--- src/rtl/cache_l1_inst_refill.sv ---
// Miss-refill engine for the two-way L1 instruction cache: issues a critical-word-first
// wrapping burst and streams each returned word into the selected way of the data RAM.
module cache_l1_inst_refill #(
  parameter int unsigned LINE_WORDS = 8,
  parameter int unsigned RAM_AW     = 12
) (
  input  logic                                   clk,
  input  logic                                   rst,
  input  logic                                   req_valid,
  output logic                                   req_ready,
  input  logic [31:0]                            req_addr,
  input  logic                                   req_way,
  output logic                                   mem_rd_req,
  output logic [31:0]                            mem_rd_addr,
  input  logic                                   mem_rd_ack,
  input  logic                                   mem_rd_valid,
  input  logic [31:0]                            mem_rd_data,
  input  logic                                   mem_rd_last,
  output logic [RAM_AW-1:0]                      ram_addr,
  output logic [1:0]                             ram_en,
  output logic [1:0]                             ram_wen,
  output logic [31:0]                            ram_wdata,
  output logic                                   crit_valid,
  output logic [31:0]                            crit_data,
  output logic                                   refill_done,
  output logic                                   refill_way,
  output logic [RAM_AW-$clog2(LINE_WORDS)-1:0]   refill_index,
  output logic                                   refill_err
);

  localparam int unsigned OFF_W = $clog2(LINE_WORDS);
  localparam int unsigned IDX_W = RAM_AW - OFF_W;
  localparam logic [OFF_W-1:0] LAST_BEAT = OFF_W'(LINE_WORDS - 1);

  typedef enum logic [1:0] {IDLE, REQ, FILL, DONE} state_e;

  state_e      state_q, state_d;
  logic [29:0] word_addr_q, word_addr_d;
  logic        way_q, way_d;
  logic [OFF_W-1:0] cnt_q, cnt_d;
  logic        err_q, err_d;

  logic [OFF_W-1:0] crit_off;
  logic [IDX_W-1:0] line_index;
  logic [OFF_W-1:0] beat_off;
  logic             beat_fire;
  logic             unused_addr_bits;

  assign crit_off         = word_addr_q[OFF_W-1:0];
  assign line_index       = word_addr_q[OFF_W +: IDX_W];
  assign beat_off         = OFF_W'(crit_off + cnt_q);
  assign beat_fire        = (state_q == FILL) && mem_rd_valid;
  assign unused_addr_bits = ^req_addr[1:0];

  // Next-state: latch the miss in IDLE, count beats in FILL, track last-marker placement.
  always_comb begin
    state_d     = state_q;
    word_addr_d = word_addr_q;
    way_d       = way_q;
    cnt_d       = cnt_q;
    err_d       = err_q;
    case (state_q)
      IDLE: begin
        if (req_valid) begin
          word_addr_d = req_addr[31:2];
          way_d       = req_way;
          cnt_d       = '0;
          err_d       = 1'b0;
          state_d     = REQ;
        end
      end
      REQ: begin
        if (mem_rd_ack) state_d = FILL;
      end
      FILL: begin
        if (mem_rd_valid) begin
          cnt_d = OFF_W'(cnt_q + 1'b1);
          if (mem_rd_last != (cnt_q == LAST_BEAT)) err_d = 1'b1;
          if (cnt_q == LAST_BEAT) state_d = DONE;
        end
      end
      DONE: state_d = IDLE;
      default: state_d = IDLE;
    endcase
  end

  always_ff @(posedge clk or posedge rst) begin
    if (rst) begin
      state_q     <= IDLE;
      word_addr_q <= '0;
      way_q       <= 1'b0;
      cnt_q       <= '0;
      err_q       <= 1'b0;
    end else begin
      state_q     <= state_d;
      word_addr_q <= word_addr_d;
      way_q       <= way_d;
      cnt_q       <= cnt_d;
      err_q       <= err_d;
    end
  end

  assign req_ready    = (state_q == IDLE);
  assign mem_rd_req   = (state_q == REQ);
  assign mem_rd_addr  = {word_addr_q, 2'b00};

  // RAM write port is driven in the beat cycle itself so the RAM captures on the same edge.
  assign ram_en       = {way_q, ~way_q} & {2{beat_fire}};
  assign ram_wen      = ram_en;
  assign ram_addr     = beat_fire ? {line_index, beat_off} : '0;
  assign ram_wdata    = beat_fire ? mem_rd_data : '0;

  assign crit_valid   = beat_fire && (cnt_q == '0);
  assign crit_data    = crit_valid ? mem_rd_data : '0;

  assign refill_done  = (state_q == DONE);
  assign refill_err   = (state_q == DONE) && err_q;
  assign refill_way   = way_q;
  assign refill_index = line_index;

endmodule

--- config.mk ---
export PLATFORM = sky130hd
export DESIGN_NAME = cache_l1_inst_refill
export DESIGN_NICKNAME = d
export VERILOG_FILES = /design/src/rtl/cache_l1_inst_refill.sv
export SDC_FILE = /design/constraint.sdc
export NUM_CORES = 1
export LEC_CHECK = 0
export ABC_AREA = 1
export ABC_CLOCK_PERIOD_IN_PS = 4250
export CAP_MARGIN = 20
export CORE_AREA = 2 2 77 79
export DETAILED_ROUTE_END_ITERATION = 10
export DIE_AREA = 0 0 79 81
export DONT_BUFFER_PORTS = 1
export GPL_ROUTABILITY_DRIVEN = 0
export MAX_ROUTING_LAYER = met4
export SYNTH_ARGS = -nofsm -noshare
export SYNTH_HDL_FRONTEND = slang
export SYNTH_SLANG_ARGS = --single-unit
--- constraint.sdc ---
create_clock -name clk -period 4.25 [get_ports clk]
set_input_delay 0.85 -clock clk [delete_from_list [all_inputs] [get_ports clk]]
set_output_delay 0.85 -clock clk [all_outputs]
set_load 0.02 [all_outputs]
Word level (Yosys, flattened, before mapping):

Cells that the tools add are included.

* add/sub/neg operators: 2
* equal/unequal tests: 10
* mux-type cells: 15
* bitwise operators: 2
* reduce and logical (&&, ||, !) cells: 10

Operator list (count)
* $mux W32: 2
* $mux W12: 1
* $mux W2: 4
* $pmux W2 S4: 1
* $reduce_and A4 Y1: 2
* $mux W3: 2
* $ne A2 B1 Y1 const B: 3
* $pmux W3 S2: 1
* $eq A2 B2 Y1 const B: 2
* $ne A2 B2 Y1 const B: 2
* $add A3 B1 Y3 const B: 1
* $add A3 B3 Y3: 1
* $eq A3 B3 Y1 const B: 1
* $logic_and A1 B1 Y1: 3
* $logic_not A3 Y1: 1
* $mux W1: 3
* $reduce_and A3 Y1: 1
* $and A2 B2 Y2: 1
* $eq A2 B1 Y1 const B: 1
* $logic_not A2 Y1: 1
* $pmux W1 S2: 1
* $reduce_and A2 Y1: 1
* $reduce_bool A2 Y1: 1
* $ne A1 B1 Y1: 1
* $not A1 Y1: 1

* register bits after elaboration: 37
* bits of input ports: 71
* output and inout bits: 127
* logic and storage cells: 44

Longest topological paths before layout:

Gate-level depths: netlist (run 1).

* depth after elaboration: 5
* depth in mapped cells: 9
* mapped depth without buffers: 8

Worst setup path after synthesis (run 1):

Ideal clock, no wire load.

* path type: in2out
* start point: input mem_rd_valid
* end point: output crit_data[12]
* arrival time: 1.516 ns
* required time: 3.400 ns
* slack: 1.884 ns
* stages: 5
* path buffers: 1
* path through: nand2_4 > inv_4 > nand3_4 > buf_6 > nor2_1

* longest elaborated chain between the ends: 3

RTL lines
* start: declaration: line 16 `input logic mem_rd_valid,`
* $logic_and A1 B1 Y1: line 52 `assign beat_fire = (state_q == FILL) && mem_rd_valid;`
* $logic_and A1 B1 Y1: line 113 `assign crit_valid = beat_fire && (cnt_q == '0);`
* $mux W32: line 114 `assign crit_data = crit_valid ? mem_rd_data : '0;`
* end: declaration: line 24 `output logic [31:0] crit_data,`

No other way between the ends.

Final worst setup path (run 1):

* start point: register state_q[0]
* end point: output ram_en[0]

* longest elaborated chain between the ends: 3

RTL lines
* start: declaration: line 37 `state_e state_q, state_d;`
* start signal: assignment: line 95 `state_q <= state_d;`
* $eq A2 B2 Y1: line 52
* $logic_and A1 B1 Y1: line 52
* $and A2 B2 Y2: line 108 `assign ram_en = {way_q, ~way_q} & {2{beat_fire}};`
* end: declaration: line 20 `output logic [1:0] ram_en,`

No other way between the ends.

==> flow_summary.ini, run 1 <==
[run_status]
status = complete, no violations

[drt]
first_pass_iters = 4
wl_mm = 4.84
drt-initial-drc-count = 55
drc = 0
vias = 1685
drt-vias-per-instance = 4.83
wl_per_cell_um = 13.9
detail-route-antenna-nets = 0

[worst_setup_path]
arrival_ns = 2.20
r2r-start = state_q[0]
reg2regPathDepth = 4
cp_slowest_stage_delay_ns = 0.66
cp_max_fo = 45
path_class = flop to output pin
startpoint = state_q[0]
crit_family = simple AND/OR/NAND/NOR gates
end_kind = output pin
crit_chain = inv_1, ha_1, nand2_4, buf_4, nor2_1
path_buf_inv = 2
cp-start-kind = flop
cp_num_cells = 5
critPathSlowestCell = nor2_1
crit_required_ns = 3.40
rr_endpoint = word_addr_q[2]
r2r_slack_ns = 2.21
endpoint = ram_en[0]

[global_routing]
busiest_layer = met2
grt_max_degree = 46
grt_pass1_wl_mm = 6.74
antenna_found_initial = 0
gr-total-overflow = 0
grtUsageMet3_pct = 5.67
grt_util_all_layers_pct = 14.0
met2_usage_pct = 23.6
use_met1_pct = 15.4
first_global_vias = 1443

[synth]
synth_cell_type_count = 20
synthTopCellsByCount = nor2_1, inv_1, dfrtp_1
synth_most_common_cell = nor2_1
synth_top_area_share_pct = 39.9
async_flop_share_pct = 100
yosysWarnings = 0
ys_seq_area_share_pct = 39.9
synthFlopType = dfrtp_1
ys_ff_latch = 37
avgSynthCellArea_sq_um = 8.05
synth.largest_area_cell = dfrtp_1
synth-edff-count = 0
syn-cell-area_sq_mm = 0.00232
synthTopCellsByArea = dfrtp_1, nor2_1, mux2_2
netlist_instances = 288

[placed_design]
portBuffers = 0
dp_hpwl_mm = 3.80

[power_and_ir_drop]
power_density_mw_per_mm2 = 814
max-vdd-ir-drop_uv = 502
p_leak_nw = 1.29
fin_total_pwr_mw = 1.91

[hold_path]
min_path_cells = 2
min_path_type = flop to flop

[timing]
tightest_slew_ns = 0.806
drv_slew = 0
fin_skew_ns = 0.00678
setup_viol = 0
min_period_ns = 3.05
hold_viol = 0
max_slew_margin_pct = 46.1
grt_setup_unrepaired = false
fmax_ghz = 0.328
final.setup.tns_ns = 0
period_share_pct = 71.7

[final_layout]
syn_to_final_growth_pct = 1.13
final_nets = 354
n_antenna_cell = 0
final_util_pct = 41.3
drive_above_1_share_pct = 19.7

[clock_tree]
ctsResizeCount = 0
cts_num_sinks = 37
clk_latency_ns = 0.29
cts_tree = done
htree_levels = 2
post_cts_buffers = 0
ctsHoldBuffers = 0
cts_root_buf = clkbuf_8
cts_buffers = 5
clkTransAtPathRegs_ns = 0.07
clock_path_buffers = 2

[die]
pin_count = 198
die_area_sq_mm = 0.00640
fp.dieW_um = 79
start_util_pct = 40.9
die_y_um = 81
fp.coreArea_sq_mm = 0.00568
fp-row-count = 28

[job]
max_cap_viol_count = 0
power breakdown:
group          total (mW)  switching (mW)  internal [mW]  leakage (nW)
logic               0.748           0.519          0.229         0.801
clock network       0.275           0.125          0.150        0.0549
registers           0.887           0.368          0.519         0.432
layout make-up:
cell class              instances  area (sq um)
well taps                      75          93.8
multi-input cells             167           978
repair buffers                  2          15.0
inverters                      60           228
clock inverters                 1          8.76
clock buffers                   7          96.3
fillers                       578          3330
flip-flops and latches         37           926
how the worst min path moves through the flow:
stage                     slack [ns]  startpoint    end
after floorplan                 0.44       err_q  err_q
after global placement          0.47       err_q  err_q
after detailed placement        0.46       err_q  err_q
after CTS                       0.49       err_q  err_q
after global routing            0.52       err_q  err_q
final                           0.48       err_q  err_q
state kept, by name, indices dropped and copies added (netlist names):
register and count:
cnt_q 3, err_q 1, state_q 2, word_addr_q 30
refill_way 1
layout by cell type (no fill, tap or decap), drive strengths merged:
cell    count
a21oi      11
xor2        1
nand3       6
clkbuf      7
fa          1
conb        2
ha          9
inv        61
nor2       93
nand2      18
o21ai       6
mux2       20
buf         2
dfrtp      37
logic make-up after synthesis:
family | count (synthesis) | synth area share, %
compound gates | 17 | 3.67
flops | 37 | 39.9
other cells | 1 | 0.162
fa+ha+maj | 10 | 5.72
xor+xnor | 1 | 0.378
mux | 20 | 9.71
buf+inv | 85 | 18.1
simple gates | 117 | 22.4
routing by layer:
metal	up-vias	part of all wire (%)
met4	0	0.68
met2	98	51
met3	4	10
met1	784	38
li1	799	-
met5	-	0
stage by stage:
step	setup slack, ns	std cells	hold slack (ns)	area [sq um]
2_1_floorplan	1.88	289	0.441	2320
3_3_place_gp	1.52	341	0.470	2240
3_5_place_dp	1.49	341	0.462	2240
4_1_cts	1.17	349	0.487	2350
5_1_grt	1.05	349	0.518	2350
6_report	1.20	349	0.484	2350
worst reg2reg max path, cell delays in order (launching register included):
cell	delay, ns
dfrtp_1	0.42
inv_1	0.12
ha_1	0.37
nand2_2	0.54
mux2_2	0.48
No activity file was read; power rests on OpenSTA's default activity.
==> inputs of run 2 (changes only) <==
--- a/config.mk
+++ b/config.mk
@@ -6,7 +6,7 @@
 export NUM_CORES = 1
 export LEC_CHECK = 0
 export ABC_AREA = 1
-export ABC_CLOCK_PERIOD_IN_PS = 4250
+export ABC_CLOCK_PERIOD_IN_PS = 2600
 export CAP_MARGIN = 20
 export CORE_AREA = 2 2 77 79
 export DETAILED_ROUTE_END_ITERATION = 10
==> constraint.sdc (replaced) <==
create_clock -name clk -period 2.6 [get_ports clk]
set_input_delay 0.52 -clock clk [delete_from_list [all_inputs] [get_ports clk]]
set_output_delay 0.52 -clock clk [all_outputs]
set_load 0.02 [all_outputs]
==> run 2 against run 1 <==
  * Die area unchanged
  * Via count grew 3.3%
  * Clock-buffer cell count shrank 2
  * Combinational power is 78% higher
  * Critical path depth up 1
  * Utilization grew 2.8 points
  * Non-clock buffer count is 19 higher
  * Clock skew decreased by 0.0016 ns
  * Setup slack got worse by 0.99 ns
  * Sequential share of layout area fell by 2.5 points
  * Wire length rose by 9.3%
==> flow_summary.ini, run 2 (synthesis gave the netlist of run 1 again) <==
[drt]
drt-vias-per-instance = 4.73
drt-initial-drc-count = 49
first_pass_iters = 4
vias = 1741
wl_mm = 5.29
detail-route-antenna-nets = 0
wl_per_cell_um = 14.4
drc = 0

[timing]
fin_skew_ns = 0.00517
holdWs_ns = 0.233
hold_viol = 0
setup_viol = 0
min_period_ns = 2.39
period_share_pct = 91.8
drv_slew = 0
tightest_slew_ns = 0.575
max_slew_margin_pct = 61.5
setup_ws_ns = 0.214
grt_setup_unrepaired = false
final.setup.tns_ns = 0
fmax_ghz = 0.419

[die]
die_area_sq_mm = 0.00640
fp-row-count = 28
die_y_um = 81
fp.dieW_um = 79
fp.coreArea_sq_mm = 0.00568
start_util_pct = 40.9
pin_count = 198

[clock_tree]
clk_latency_ns = 0.28
ctsHoldBuffers = 0
htree_levels = 2
clkTransAtPathRegs_ns = 0.07
cts_num_sinks = 37
cts_root_buf = clkbuf_8
cts_tree = done
post_cts_buffers = 0
clock_path_buffers = 2
cts_buffers = 5

[final_layout]
final_util_pct = 44.2
syn_to_final_growth_pct = 8.09
mostFrequentLayoutCells = nor2_1, inv_1, dfrtp_1
final_nets = 374
mostFrequentLayoutCell = nor2_1
drive_above_1_share_pct = 25.3
fill_cells = 573
fin_cells = 368
design_area_sq_mm = 0.00251
seq_area_sq_um = 926
n_antenna_cell = 0
top_regs = word_addr_q x30, cnt_q x3, state_q x2
multiInputGateArea_sq_um = 998
largest_register_ff_count = 30
regMostFlops = word_addr_q

[placed_design]
place_ws_ns = 0.300
placed_area_sq_mm = 0.00238
dp_hpwl_mm = 3.94
portBuffers = 0
dp.cells = 360

[worst_setup_path]
end_kind = output pin
cp-start-kind = flop
arrival_ns = 1.87
crit_required_ns = 2.08
cp_max_fo = 3
path_class = flop to output pin

[global_routing]
gr-total-overflow = 0
first_global_vias = 1506
grt_util_all_layers_pct = 15.1
grt_pass1_wl_mm = 7.23
antenna_found_initial = 0
grt_max_degree = 46

[power_and_ir_drop]
p_leak_nw = 1.39
fin_total_pwr_mw = 3.25
power_density_mw_per_mm2 = 1300
max-vdd-ir-drop_uv = 763

[hold_path]
min_path_type = primary input to asynchronous set/reset pin

[run_status]
status = complete, no violations

[job]
max_cap_viol_count = 0
## run 2: final cells by class
type / instances / area share, %
Multi-Input combinational cell: 168 / 39.8
Sequential cell: 37 / 36.9
Clock buffer: 5 / 2.74
Clock inverter: 2 / 1.40
Tap cell: 75 / 3.74
Timing Repair Buffer: 21 / 6.29
Inverter: 60 / 9.08
## run 2: worst max-delay path: stages (launching register included)
cell and delay, ns:
dfrtp_1 0.49, ha_1 0.19, inv_1 0.05, fa_1 0.35, inv_1 0.08, nor2_1 0.04
nor2_1 0.38
## run 2: power by group
part / internal (mW) / leakage, nW / total, mW / switching, mW
logic: 0.439 / 0.903 / 1.33 / 0.892
registers: 0.848 / 0.432 / 1.45 / 0.604
clock network: 0.279 / 0.0540 / 0.470 / 0.192
## run 2: worst paths after layout
| path | startpoint | endpoint | slack, ns | cells after the start |
|---|---|---|---|---|
| min in group clk | req_addr[4] | word_addr_q[2] | 0.38 | 1 |
| worst min register to register | err_q | err_q | 0.50 | 2 |
| worst max-delay path | word_addr_q[0] | ram_addr[2] | 0.21 | 6 |
| worst min-delay path | rst | word_addr_q[3] | 0.23 | 2 |
| max in group asynchronous | rst | cnt_q[0] | 2.03 | 2 |
| worst max register to register | state_q[0] | word_addr_q[6] | 0.67 | 6 |
## run 2: what timing repair did
action                                  4_1_cts  5_1_grt
endpoints found under the setup margin       30        1
gates cloned                                  1        0
resized for setup                             1        1
## run 2: metal layers
| layer | part of all wire [%] | wire [um] | track usage, % | vias to the layer above |
|---|---|---|---|---|
| met4 | 0.91 | 48 | 4.66 | 0 |
| met3 | 8.3 | 439 | 4.11 | 5 |
| met1 | 42 | 2210 | 18.2 | 794 |
| li1 | - | - | - | 841 |
| met2 | 49 | 2590 | 25.0 | 101 |
| met5 | 0 | 0 | - | - |
==> inputs of run 3 (changes only) <==
--- a/config.mk
+++ b/config.mk
@@ -6,11 +6,12 @@
 export NUM_CORES = 1
 export LEC_CHECK = 0
 export ABC_AREA = 1
-export ABC_CLOCK_PERIOD_IN_PS = 2600
+export ABC_CLOCK_PERIOD_IN_PS = 2720
 export CAP_MARGIN = 20
-export CORE_AREA = 2 2 77 79
+export CORE_ASPECT_RATIO = 0.8
+export CORE_MARGIN = 1
+export CORE_UTILIZATION = 30
 export DETAILED_ROUTE_END_ITERATION = 10
-export DIE_AREA = 0 0 79 81
 export DONT_BUFFER_PORTS = 1
 export GPL_ROUTABILITY_DRIVEN = 0
 export MAX_ROUTING_LAYER = met4
==> constraint.sdc (replaced) <==
create_clock -name clk -period 2.72 [get_ports clk]
set_input_delay 0.544 -clock clk [delete_from_list [all_inputs] [get_ports clk]]
set_output_delay 0.544 -clock clk [all_outputs]
set_load 0.02 [all_outputs]
==> run 3 against run 2 <==
  * Total power fell by 2.0%
  * Die area rose by 26%
  * Register-to-register slack improved by 0.14 ns
  * Combinational power barely moved
  * First-iteration DRC count fell by 4.1%
  * Sequential cell count did not move
  * Final cell count rose by 8.2%
  * Global-route usage fell by 1.5 points
  * Wire length rose by 8.0%
  * Non-clock buffer count fell by 2
  * Sequential power fell by 3%
==> flow_summary.ini, run 3 (synthesis gave the netlist of run 1 again) <==
[clock_tree]
cts_num_sinks = 37
clock_path_buffers = 2
htree_levels = 2
clkTransAtPathRegs_ns = 0.07
cts_root_buf = clkbuf_8
cts_buffers = 5
clk_latency_ns = 0.28
cts_tree = done

[global_routing]
grt_util_all_layers_pct = 13.6
grt_pass1_wl_mm = 7.96
grt_max_degree = 30
gr-total-overflow = 0
first_global_vias = 1533
antenna_found_initial = 0

[timing]
fmax_ghz = 0.397
min_period_ns = 2.52
drv_slew = 0
grt_setup_unrepaired = false
hold_viol = 0
period_share_pct = 92.5
holdWs_ns = 0.146
setup_ws_ns = 0.203
final.setup.tns_ns = 0
setup_viol = 0
fin_skew_ns = 0.00373

[drt]
wl_per_cell_um = 14.4
first_pass_iters = 4
drt-initial-drc-count = 47
drt-vias-per-instance = 4.39
drc = 0
detail-route-antenna-nets = 0
wl_mm = 5.72
vias = 1749

[final_layout]
final_nets = 373
drive_above_1_share_pct = 24.9
design_area_sq_mm = 0.00256
regMostFlops = word_addr_q
mostFrequentLayoutCells = nor2_1, inv_1, dfrtp_1
n_antenna_cell = 0
syn_to_final_growth_pct = 10.6
largest_register_ff_count = 30
top_regs = word_addr_q x30, cnt_q x3, state_q x2
mostFrequentLayoutCell = nor2_1

[worst_setup_path]
critPathSlowestCell = dfrtp_1
cp_max_fo = 18
crit_chain = inv_1, ha_2, nand2_4, inv_4, nand3_2, nor2_2
crit_required_ns = 2.18
path_class = flop to output pin
cp-start-kind = flop
path_buf_inv = 2
end_kind = output pin
arrival_ns = 1.97
crit_family = simple AND/OR/NAND/NOR gates
cp_slowest_stage_delay_ns = 0.42

[die]
fp.coreArea_sq_mm = 0.00743
start_util_pct = 31.2
fp.dieW_um = 100
fp-row-count = 28
die_y_um = 80.7
die_area_sq_mm = 0.00809
pin_count = 198

[power_and_ir_drop]
max-vdd-ir-drop_uv = 524
fin_total_pwr_mw = 3.19
power_density_mw_per_mm2 = 1240
p_leak_nw = 1.39

[run_status]
status = complete, no violations

[hold_path]
min_path_type = primary input to asynchronous set/reset pin

[job]
max_cap_viol_count = 0

[placed_design]
portBuffers = 0
dp_hpwl_mm = 4.29
place_ws_ns = 0.173
placed_area_sq_mm = 0.00240
==> run 3: cell count changes in the layout (fill, tap and decap cells not counted) <==
cell      previous run  this run
buf_4               21        18
buf_12               0         1
clkbuf_1             0         1
clkbuf_8             5         6
clkinv_2             1         0
nand3_2              0         1
==> run 3: worst reg2reg max path, delay by kind of cell (launching register included) <==
family,cells,cell delay [ns]
compound gates,1,0.05
buf+inv,2,0.47
flops,1,0.42
simple gates,2,0.50
fa+ha+maj,1,0.37
==> run 3: final timing paths <==
| check | startpoint | end | slack [ns] | cells past startpoint |
|---|---|---|---|---|
| max in group asynchronous | rst | word_addr_q[1] | 1.86 | 2 |
| setup / recovery | state_q[0] | crit_data[22] | 0.20 | 6 |
| min in group clk | req_addr[31] | word_addr_q[29] | 0.41 | 1 |
| setup reg to reg | state_q[0] | word_addr_q[1] | 0.81 | 6 |
| hold / removal | rst | word_addr_q[20] | 0.15 | 1 |
| hold reg to reg | err_q | err_q | 0.50 | 2 |
==> run 3: per-layer routing <==
layer | vias up | global-route usage, % | part of all wire [%]
li1 | 841 | - | -
met5 | - | - | 0
met2 | 87 | 24.8 | 52
met1 | 815 | 14.9 | 40
met4 | 0 | 2.46 | 0.47
met3 | 6 | 4.00 | 6.9
==> run 3: power breakdown <==
part	internal, mW	switching, mW	total, mW	leakage [nW]
logic	0.430	0.879	1.31	0.899
registers	0.811	0.585	1.40	0.432
clock network	0.299	0.186	0.485	0.0585
total	1.54	1.65	3.19	1.39
==> run 3: repair_timing <==
action                     in CTS  in global routing
setup buffers                   0                  1
gates cloned                    1                  1
setup endpoints to repair      33                  9
hold buffers                    0                  0
resized for setup               2                  0
==> run 3: area by class of cell <==
cell class / count / area [sq um]
clock buffer: 7 / 86.3
clock inverter: 1 / 30.0
tap: 105 / 131
multi-input combinational: 169 / 1010
sequential: 37 / 926
inverter: 60 / 228
timing repair buffer: 19 / 155
fill: 790 / 4860
==> run 3: stage by stage <==
step,utilization (%),instances
after CTS,34.1,396
after detailed placement,32.3,387
after global routing,34.5,398
after global placement,32.3,387
final,34.5,398
after floorplan,-,289
